<file path="src/rtl/rv32i_pkg.sv">
// Shared RV32I types: ALU operation encoding from the decoder and shift-amount width.
package rv32i_pkg;

   localparam int SHAMT_W = 5;

   typedef enum logic [3:0] {
      ADD_OP = 4'd0,
      SUB_OP = 4'd1,
      AND_OP = 4'd2,
      OR_OP  = 4'd3,
      XOR_OP = 4'd4,
      SLL_OP = 4'd5,
      SRL_OP = 4'd6,
      SRA_OP = 4'd7,
      BEQ_OP = 4'd8
   } alu_op_t;

   function automatic logic isShiftOp(input alu_op_t op);
      return (op == SLL_OP) || (op == SRL_OP) || (op == SRA_OP);
   endfunction

endpackage

</file>
<file path="src/rtl/alu_comb.sv">
// Single-cycle ALU datapath: add/sub/logic/compare, plus a barrel shifter when
// ALU_FAST_SHIFT_EN is defined. Unknown encodings behave as ADD.
module alu_comb
   import rv32i_pkg::*;
#(
   parameter int XLEN = 32
) (
   input  alu_op_t          op_i,
   input  logic [XLEN-1:0]  a_i,
   input  logic [XLEN-1:0]  b_i,
   output logic [XLEN-1:0]  result_o,
   output logic             zero_o
);

`ifdef ALU_FAST_SHIFT_EN
   localparam int ShW = $clog2(XLEN);
   logic [ShW-1:0] shamt;
   assign shamt = b_i[ShW-1:0];
`endif

   always_comb begin
      result_o = a_i + b_i;
      case (op_i)
         SUB_OP:  result_o = a_i - b_i;
         AND_OP:  result_o = a_i & b_i;
         OR_OP:   result_o = a_i | b_i;
         XOR_OP:  result_o = a_i ^ b_i;
         BEQ_OP:  result_o = '0;
`ifdef ALU_FAST_SHIFT_EN
         SLL_OP:  result_o = a_i << shamt;
         SRL_OP:  result_o = a_i >> shamt;
         SRA_OP:  result_o = $signed(a_i) >>> shamt;
`endif
         default: result_o = a_i + b_i;
      endcase
      // Branch compare reports operand equality; everything else reports a zero result.
      zero_o = (op_i == BEQ_OP) ? (a_i == b_i) : (result_o == '0);
   end

endmodule

</file>
<file path="src/rtl/alu_seq_exec.sv">
// Multi-cycle RV32I execute unit with valid/ready handshakes and a serial shifter.
// Define ALU_FAST_SHIFT_EN to replace the serial shifter with a one-cycle barrel shift.
module alu_seq_exec
   import rv32i_pkg::*;
#(
   parameter int XLEN = 32
) (
   input  logic             clk,
   input  logic             rst_n,
   input  logic             in_valid,
   output logic             in_ready,
   input  alu_op_t          alu_ctrl,
   input  logic [XLEN-1:0]  src_a,
   input  logic [XLEN-1:0]  src_b,
   output logic             out_valid,
   input  logic             out_ready,
   output logic [XLEN-1:0]  result,
   output logic             zero
);

`ifdef ALU_FAST_SHIFT_EN
   typedef enum logic [1:0] {IDLE, DONE} state_t;
`else
   typedef enum logic [1:0] {IDLE, SHIFT, DONE} state_t;
`endif

   state_t           state_q;
   logic             inReady_q;
   logic             outValid_q;
   logic             zero_q;
   logic [XLEN-1:0]  result_q;
   logic [XLEN-1:0]  combResult;
   logic             combZero;

   alu_comb #(.XLEN(XLEN)) uComb (
      .op_i     (alu_ctrl),
      .a_i      (src_a),
      .b_i      (src_b),
      .result_o (combResult),
      .zero_o   (combZero)
   );

`ifndef ALU_FAST_SHIFT_EN
   localparam int ShW = $clog2(XLEN);
   localparam logic [ShW-1:0] CntOne = ShW'(1);

   alu_op_t          shiftOp_q;
   logic [ShW-1:0]   cnt_q;
   logic [ShW-1:0]   shamt_d;
   logic [XLEN-1:0]  shiftStep_d;

   assign shamt_d = src_b[ShW-1:0];

   // The result register doubles as the shift register while iterating.
   always_comb begin
      shiftStep_d = result_q >> 1;
      if (shiftOp_q == SLL_OP)
         shiftStep_d = result_q << 1;
      else if (shiftOp_q == SRA_OP)
         shiftStep_d = {result_q[XLEN-1], result_q[XLEN-1:1]};
   end
`endif

   always_ff @(posedge clk) begin
      if (!rst_n) begin
         state_q    <= IDLE;
         inReady_q  <= 1'b1;
         outValid_q <= 1'b0;
         result_q   <= '0;
         zero_q     <= 1'b0;
`ifndef ALU_FAST_SHIFT_EN
         shiftOp_q  <= ADD_OP;
         cnt_q      <= '0;
`endif
      end else begin
         case (state_q)
            IDLE: begin
               if (in_valid) begin
                  inReady_q  <= 1'b0;
                  state_q    <= DONE;
                  outValid_q <= 1'b1;
                  result_q   <= combResult;
                  zero_q     <= combZero;
`ifndef ALU_FAST_SHIFT_EN
                  if (isShiftOp(alu_ctrl)) begin
                     shiftOp_q <= alu_ctrl;
                     cnt_q     <= shamt_d;
                     result_q  <= src_a;
                     zero_q    <= (src_a == '0);
                     if (shamt_d != '0) begin
                        state_q    <= SHIFT;
                        outValid_q <= 1'b0;
                     end
                  end
`endif
               end
            end
`ifndef ALU_FAST_SHIFT_EN
            SHIFT: begin
               result_q <= shiftStep_d;
               cnt_q    <= cnt_q - CntOne;
               if (cnt_q == CntOne) begin
                  state_q    <= DONE;
                  outValid_q <= 1'b1;
                  zero_q     <= (shiftStep_d == '0);
               end
            end
`endif
            DONE: begin
               if (out_ready) begin
                  state_q    <= IDLE;
                  outValid_q <= 1'b0;
                  inReady_q  <= 1'b1;
               end
            end
            default: state_q <= IDLE;
         endcase
      end
   end

   assign in_ready  = inReady_q;
   assign out_valid = outValid_q;
   assign result    = result_q;
   assign zero      = zero_q;

endmodule

</file>
<file path="config.mk">
export PLATFORM = sky130hd
export DESIGN_NAME = alu_seq_exec
export DESIGN_NICKNAME = d
export VERILOG_FILES = /design/src/rtl/rv32i_pkg.sv /design/src/rtl/alu_comb.sv /design/src/rtl/alu_seq_exec.sv
export SDC_FILE = /design/constraint.sdc
export NUM_CORES = 1
export LEC_CHECK = 0
export CORE_MARGIN = 2
export CORE_UTILIZATION = 50
export CTS_CLUSTER_SIZE = 14
export DETAILED_ROUTE_END_ITERATION = 12
export PLACE_DENSITY = 0.84
export SETUP_SLACK_MARGIN = 0.15
export SKIP_CTS_REPAIR_TIMING = 1
export SLEW_MARGIN = 20
export SYNTH_ARGS = -nofsm -noshare
export SYNTH_HDL_FRONTEND = slang
export SYNTH_SLANG_ARGS = --single-unit
</file>
<file path="constraint.sdc">
create_clock -name clk -period 5.8 [get_ports clk]
set_clock_uncertainty 0.1 [all_clocks]
set_input_delay 1.16 -clock clk [delete_from_list [all_inputs] [get_ports clk]]
set_output_delay 1.16 -clock clk [all_outputs]
set_load 0.005 [all_outputs]
</file>
==> results of run 1 <==
==> layout by cell type (no fill, tap or decap), types with 6 or more instances in the layout <==
cell type	Yosys	layout
o21ai_0	91	91
o22ai_1	8	8
nand2_1	152	152
nor4_1	27	27
o21a_1	9	9
dfxtp_1	46	46
nand4_1	27	27
o211ai_1	16	16
o211a_1	9	9
mux2_2	7	7
a221oi_1	7	7
nand3_1	28	28
o311ai_0	11	11
o21bai_1	17	17
clkdlybuf4s50_1	0	106
a211oi_1	25	24
nor2b_1	17	17
ha_1	101	100
o2111ai_1	8	8
nor2_1	152	152
a211o_1	9	9
and3_1	6	6
buf_4	0	82
nand2b_1	10	10
a21o_1	13	13
and2_1	8	8
a2111oi_0	10	10
inv_1	104	104
mux2i_1	23	23
a31oi_1	16	16
or3_1	9	9
nor3_1	27	26
o31ai_1	9	9
nand3b_1	6	6
a21oi_1	141	141
==> through the flow <==
stage	instance area (µm²)	hold WS [ns]	setup slack [ns]
global route	10600	0.367	0.219
detailed placement	10400	0.319	0.134
floorplan	8760	0.304	1.30
global placement	10400	0.314	0.341
finish	10600	0.348	0.437
CTS	10600	0.343	0.453
==> synthesized netlist by cell type (16+ instances only) <==
master    number  area, µm²
nand2_1      152        571
nor2_1       152        571
a21oi_1      141        706
inv_1        104        390
ha_1         101       1260
o21ai_0       91        455
clkbuf_1      71        267
dfxtp_1       46        921
nand3_1       28        140
nand4_1       27        169
nor3_1        27        135
nor4_1        27        169
a211oi_1      25        188
mux2i_1       23        230
nor2b_1       17        106
o21bai_1      17        128
a31oi_1       16        100
o211ai_1      16        120
==> metal layers <==
metal | track usage [%] | share of wire (%) | vias up
met5 | 0 | 0 | -
met4 | 20.2 | 6.1 | 0
met3 | 6.64 | 10 | 173
met2 | 61.9 | 44 | 731
met1 | 51.4 | 40 | 5202
li1 | - | - | 5120
==> report_power, final <==
part | switching, mW | total (mW) | internal [mW]
clock network | 0.130 | 0.334 | 0.204
registers | 0.0596 | 0.418 | 0.358
logic | 0.654 | 1.11 | 0.460
total | 0.844 | 1.87 | 1.02
==> logic make-up after synthesis <==
| kind of cell | Yosys count |
|---|---|
| adder cells (fa/ha/maj) | 103 |
| AO/OA/AOI/OAI | 466 |
| buffers and inverters | 191 |
| AND/OR/NAND/NOR | 500 |
| multiplexers | 30 |
| XOR/XNOR | 2 |
| flip-flops | 46 |
==> registers in the layout (all words and copies together) (netlist names) <==
register and count:
cnt_q 5, zero 1, state_q 2, result 32, in_ready 1, shiftOp_q 4, out_valid 1
==> worst paths after layout <==
| check | startpoint | to | slack, ns | depth (start not counted) |
|---|---|---|---|---|
| min reg2reg | shiftOp_q[3] | shiftOp_q[3] | 0.35 | 2 |
| min | shiftOp_q[3] | shiftOp_q[3] | 0.35 | 2 |
| max | src_a[12] | zero | 0.44 | 14 |
| max reg2reg | state_q[0] | zero | 2.88 | 12 |
==> tightest hold or removal path, cell delays in order, from the launching register on <==
cell and delay (ns):
dfxtp_1 0.32, nand2_1 0.05, nor2_1 0.04
==> area by class of cell <==
type | count | area [µm²]
Multi-Input combinational cell | 1101 | 7150
Tap cell | 225 | 282
Clock inverter | 2 | 37.5
Sequential cell | 46 | 921
Inverter | 105 | 394
Fill cell | 1573 | 6630
Timing Repair Buffer | 189 | 1700
Clock buffer | 6 | 129
==> reports/results.ini, run 1 <==
[run_status]
status=complete, no violations

[timing]
max_freq_mhz=186
min_period_over_period_pct=92.5
setup-violations-final=0
maxSlewViolCount=0
max-slew-margin-rel_pct=20.7
fin_setup_tns_ns=0
rsz0062_at_grt=false
finalHoldViolCount=0
worst_slew_pin_slew_ns=1.18
layout_min_cycle_time_ns=5.36

[global_route]
antenna_found_initial=0
grt_usage_pct=39.3
grt_pass1_wl_mm=57.4
grt_pass1_vias=10400
grt-ovfl-total=0
grt_max_degree=59

[worst_setup_path]
critPathKind=in -> reg
cp_num_buf_inv=2
worst_ep_arrival_time_ns=5.46
cp_max_fo=11
crit_required_ns=5.90
slowest_stage=or4b_2
start_kind=primary input
end_kind=flip-flop
crit_path_cell_trace=clkdlybuf4s50_1 > inv_1 > ha_1 > nand2_1 > or4b_2 > a211oi_1 > o21bai_1 > a211oi_2 > a211o_1 > mux2i_1 > o211ai_1 > nor4_1 > nand4_1 > o41ai_2
cp_top_family=compound AO/OA/AOI/OAI gates
cp_slowest_stage_delay_ns=0.63

[final_layout]
n_antenna_cell=0
layout-drive-gt1-share_pct=8.70
layout.cells.non_filler=1674
syn_to_final_growth_pct=21.0
nNetsFinal=1623
utilization_pct=61.5

[clock_network]
cts_tree=done
cts.path.max_buffers=2
clkTransAtPathRegs_ns=0.07
cts_inserted_buffers=5
cts_root_buffer=clkbuf_16
htreeDepth=2
insertion_delay_ns=0.29
cts_sinks=46

[yosys]
yosysSeqAreaShare_pct=10.5
synthSimpleGateAreaFrac_pct=27.2
synth_top_family_by_area=compound AO/OA/AOI/OAI gates
async_reset_ff_share_pct=0
synth-adder-area-share_pct=14.9
syn_nets=1513
synth.mux.area_fraction_pct=3.53
synth_top_flop_cell=dfxtp_1
synth_edf_count=0
syn_inst=1338
synth.distinct_cells=86
ys_ff_latch=46
netlist_area_um2=8760
synth_compound_area_share_pct=35.4
synth.avg_cell_area_um2=6.55
synth-xor-area-share_pct=0.200
yosys_warnings=0

[floorplanning]
die-area_um2=18600
num_io_pins=107
die_x_um=136
initial_core_util_pct=50.8
die_h_um=136
row_count=48
core_region_area_um2=17200

[detailed_routing]
via_per_inst=6.71
drt_iter0_drc=1210
antenna_left=0
drcViolationCount=0
first_pass_iters=7
wl_per_cell_um=22.3
finalWirelength_mm=37.3
via_count=11200

[power_and_ir_drop]
ir_worst_vdd_mv=0.172
total_power_mw=1.87
powerDensity_nw_per_um2=176
power.static_leakage_nw=4.64

[placed_design]
io_buffers=106
dp.cells=1666
dp_hpwl_mm=29.0
place_congestion=1.04

[flow_run]
drv_cap=0

[min_path]
min_path_type=reg -> reg

Note: power is estimated with default switching activity, not from simulation.
==> run 2, diff against run 1 <==
CELL_PAD_IN_SITES_DETAIL_PLACEMENT = 1   (was not set)
CELL_PAD_IN_SITES_GLOBAL_PLACEMENT = 1   (was not set)
CORE_UTILIZATION = 41   (was 50)
PLACE_DENSITY = 0.94   (was 0.84)
==> run 2 against run 1 <==
Effect of this change:
- global-route usage is 3.3 points lower
- cell area is 0.63% lower
- routed wire length is 11% higher
- largest power group unchanged
- highest routed layer unchanged
- sequential share of layout area is 0.055 points higher
- via count is 1.9% higher
- setup slack worse by 0.046 ns
- non-clock buffer count is 12 lower
==> reports/results.ini, run 2 (synthesis results as in run 1) <==
[detailed_routing]
drcViolationCount=0
finalWirelength_mm=41.5
via_count=11400
antenna_left=0
via_per_inst=6.68
drt_iter0_drc=1137
first_pass_iters=7
wl_per_cell_um=24.2

[final_layout]
largest_reg_flops=32
n_antenna_cell=0
layout-drive-gt1-share_pct=7.94
nNetsFinal=1611
syn_to_final_growth_pct=20.3
final_cell_mix=152 x nand2_1, 152 x nor2_1, 141 x a21oi_1

[timing]
setup-violations-final=0
maxSlewViolCount=0
finalHoldViolCount=0
layout_min_cycle_time_ns=5.41
worst_slew_pin_slew_ns=1.07
min_period_over_period_pct=93.3
max_freq_mhz=185
fin_setup_tns_ns=0
max-slew-margin-rel_pct=27.8
rsz0062_at_grt=false
fin_ws_ns=0.390

[worst_setup_path]
cp_max_fo=11
critPathKind=in -> reg
worst_ep_arrival_time_ns=5.51
crit_required_ns=5.90
start_kind=primary input
end_kind=flip-flop

[power_and_ir_drop]
p_clk_share_pct=15.8
pwr-share-comb_pct=61.2
internal_power_mw=0.961
p_sw_share_pct=47.8
power.static_leakage_nw=4.56
power_switching_mw=0.879
ir_worst_vdd_mv=0.133
seqPwrFrac_pct=23.0
powerDensity_nw_per_um2=175

[global_route]
gr-max-usage-layer=met2
grt_max_degree=59
grt-ovfl-total=0
use_met3_pct=5.30
use_met2_pct=57.5
antenna_found_initial=0
grt_usage_pct=36.0
grt_pass1_wl_mm=63.7
grt_pass1_vias=11600
grt_use_met1_pct=45.5

[clock_network]
htreeDepth=2
cts.path.max_buffers=2
cts_inserted_buffers=5
cts_sinks=46
cts_root_buffer=clkbuf_16
clkTransAtPathRegs_ns=0.07
cts_tree=done
insertion_delay_ns=0.30

[floorplanning]
die_h_um=150
core_region_area_um2=21000
num_io_pins=107
die_x_um=150
row_count=53
die-area_um2=22600
initial_core_util_pct=41.7

[flow_run]
drv_cap=0

[placed_design]
dp_slack_ns=0.193
io_buffers=106
dp_hpwl_mm=32.2
place_congestion=1.01

[run_status]
status=complete, no violations

[min_path]
min_path_type=reg -> reg

run 2: layout make-up:
| cell class | count | area [µm²] |
|---|---|---|
| Fill cell | 2762 | 10500 |
| Tap cell | 275 | 344 |
| Inverter | 105 | 394 |
| Clock buffer | 5 | 125 |
| Multi-Input combinational cell | 1101 | 7140 |
| Timing Repair Buffer | 177 | 1610 |
| Sequential cell | 46 | 921 |
| Clock inverter | 2 | 10.0 |
run 2: through the flow:
step	instance area [µm²]	util [%]	cells	hold WS, ns	power [mW]
after global placement	10400	49.5	1704	0.312	1.46
after detailed placement	10400	49.5	1704	0.337	1.51
after global routing	10500	50.1	1711	0.406	1.94
final	10500	50.1	1711	0.382	1.84
after CTS	10500	50.1	1711	0.384	1.80
after floorplan	8760	-	1338	0.304	1.04
run 2: worst paths after layout:
path,slack (ns),start,end,cells after the start
max,0.39,src_a[12],zero,14
min,0.38,shiftOp_q[3],shiftOp_q[3],2
max reg2reg,2.77,state_q[1],zero,12
min reg2reg,0.38,shiftOp_q[3],shiftOp_q[3],2
run 2: worst max-delay path, stage by stage:
cell	delay, ns
clkdlybuf4s50_1	0.61
inv_1	0.11
ha_1	0.54
nand2_1	0.11
or4b_2	0.61
a211oi_1	0.37
o21bai_1	0.18
a211oi_1	0.45
a211o_1	0.26
mux2i_1	0.20
o211ai_1	0.12
nor4_1	0.31
nand4_1	0.15
o41ai_2	0.32
run 2: power by group through the flow:
stage | clock (mW) | sequential, mW | combinational (mW)
final | 0.290 | 0.423 | 1.13
after global routing | 0.302 | 0.426 | 1.21
after CTS | 0.290 | 0.418 | 1.09
after detailed placement | 0 | 0.424 | 1.08
after global placement | 0 | 0.422 | 1.04
after floorplan | 0 | 0.404 | 0.634
run 2: per-layer routing:
layer	vias to the layer above	wire, µm
met1	5423	16300
met2	702	18400
met3	209	3750
met5	-	0
li1	5102	-
met4	0	3060
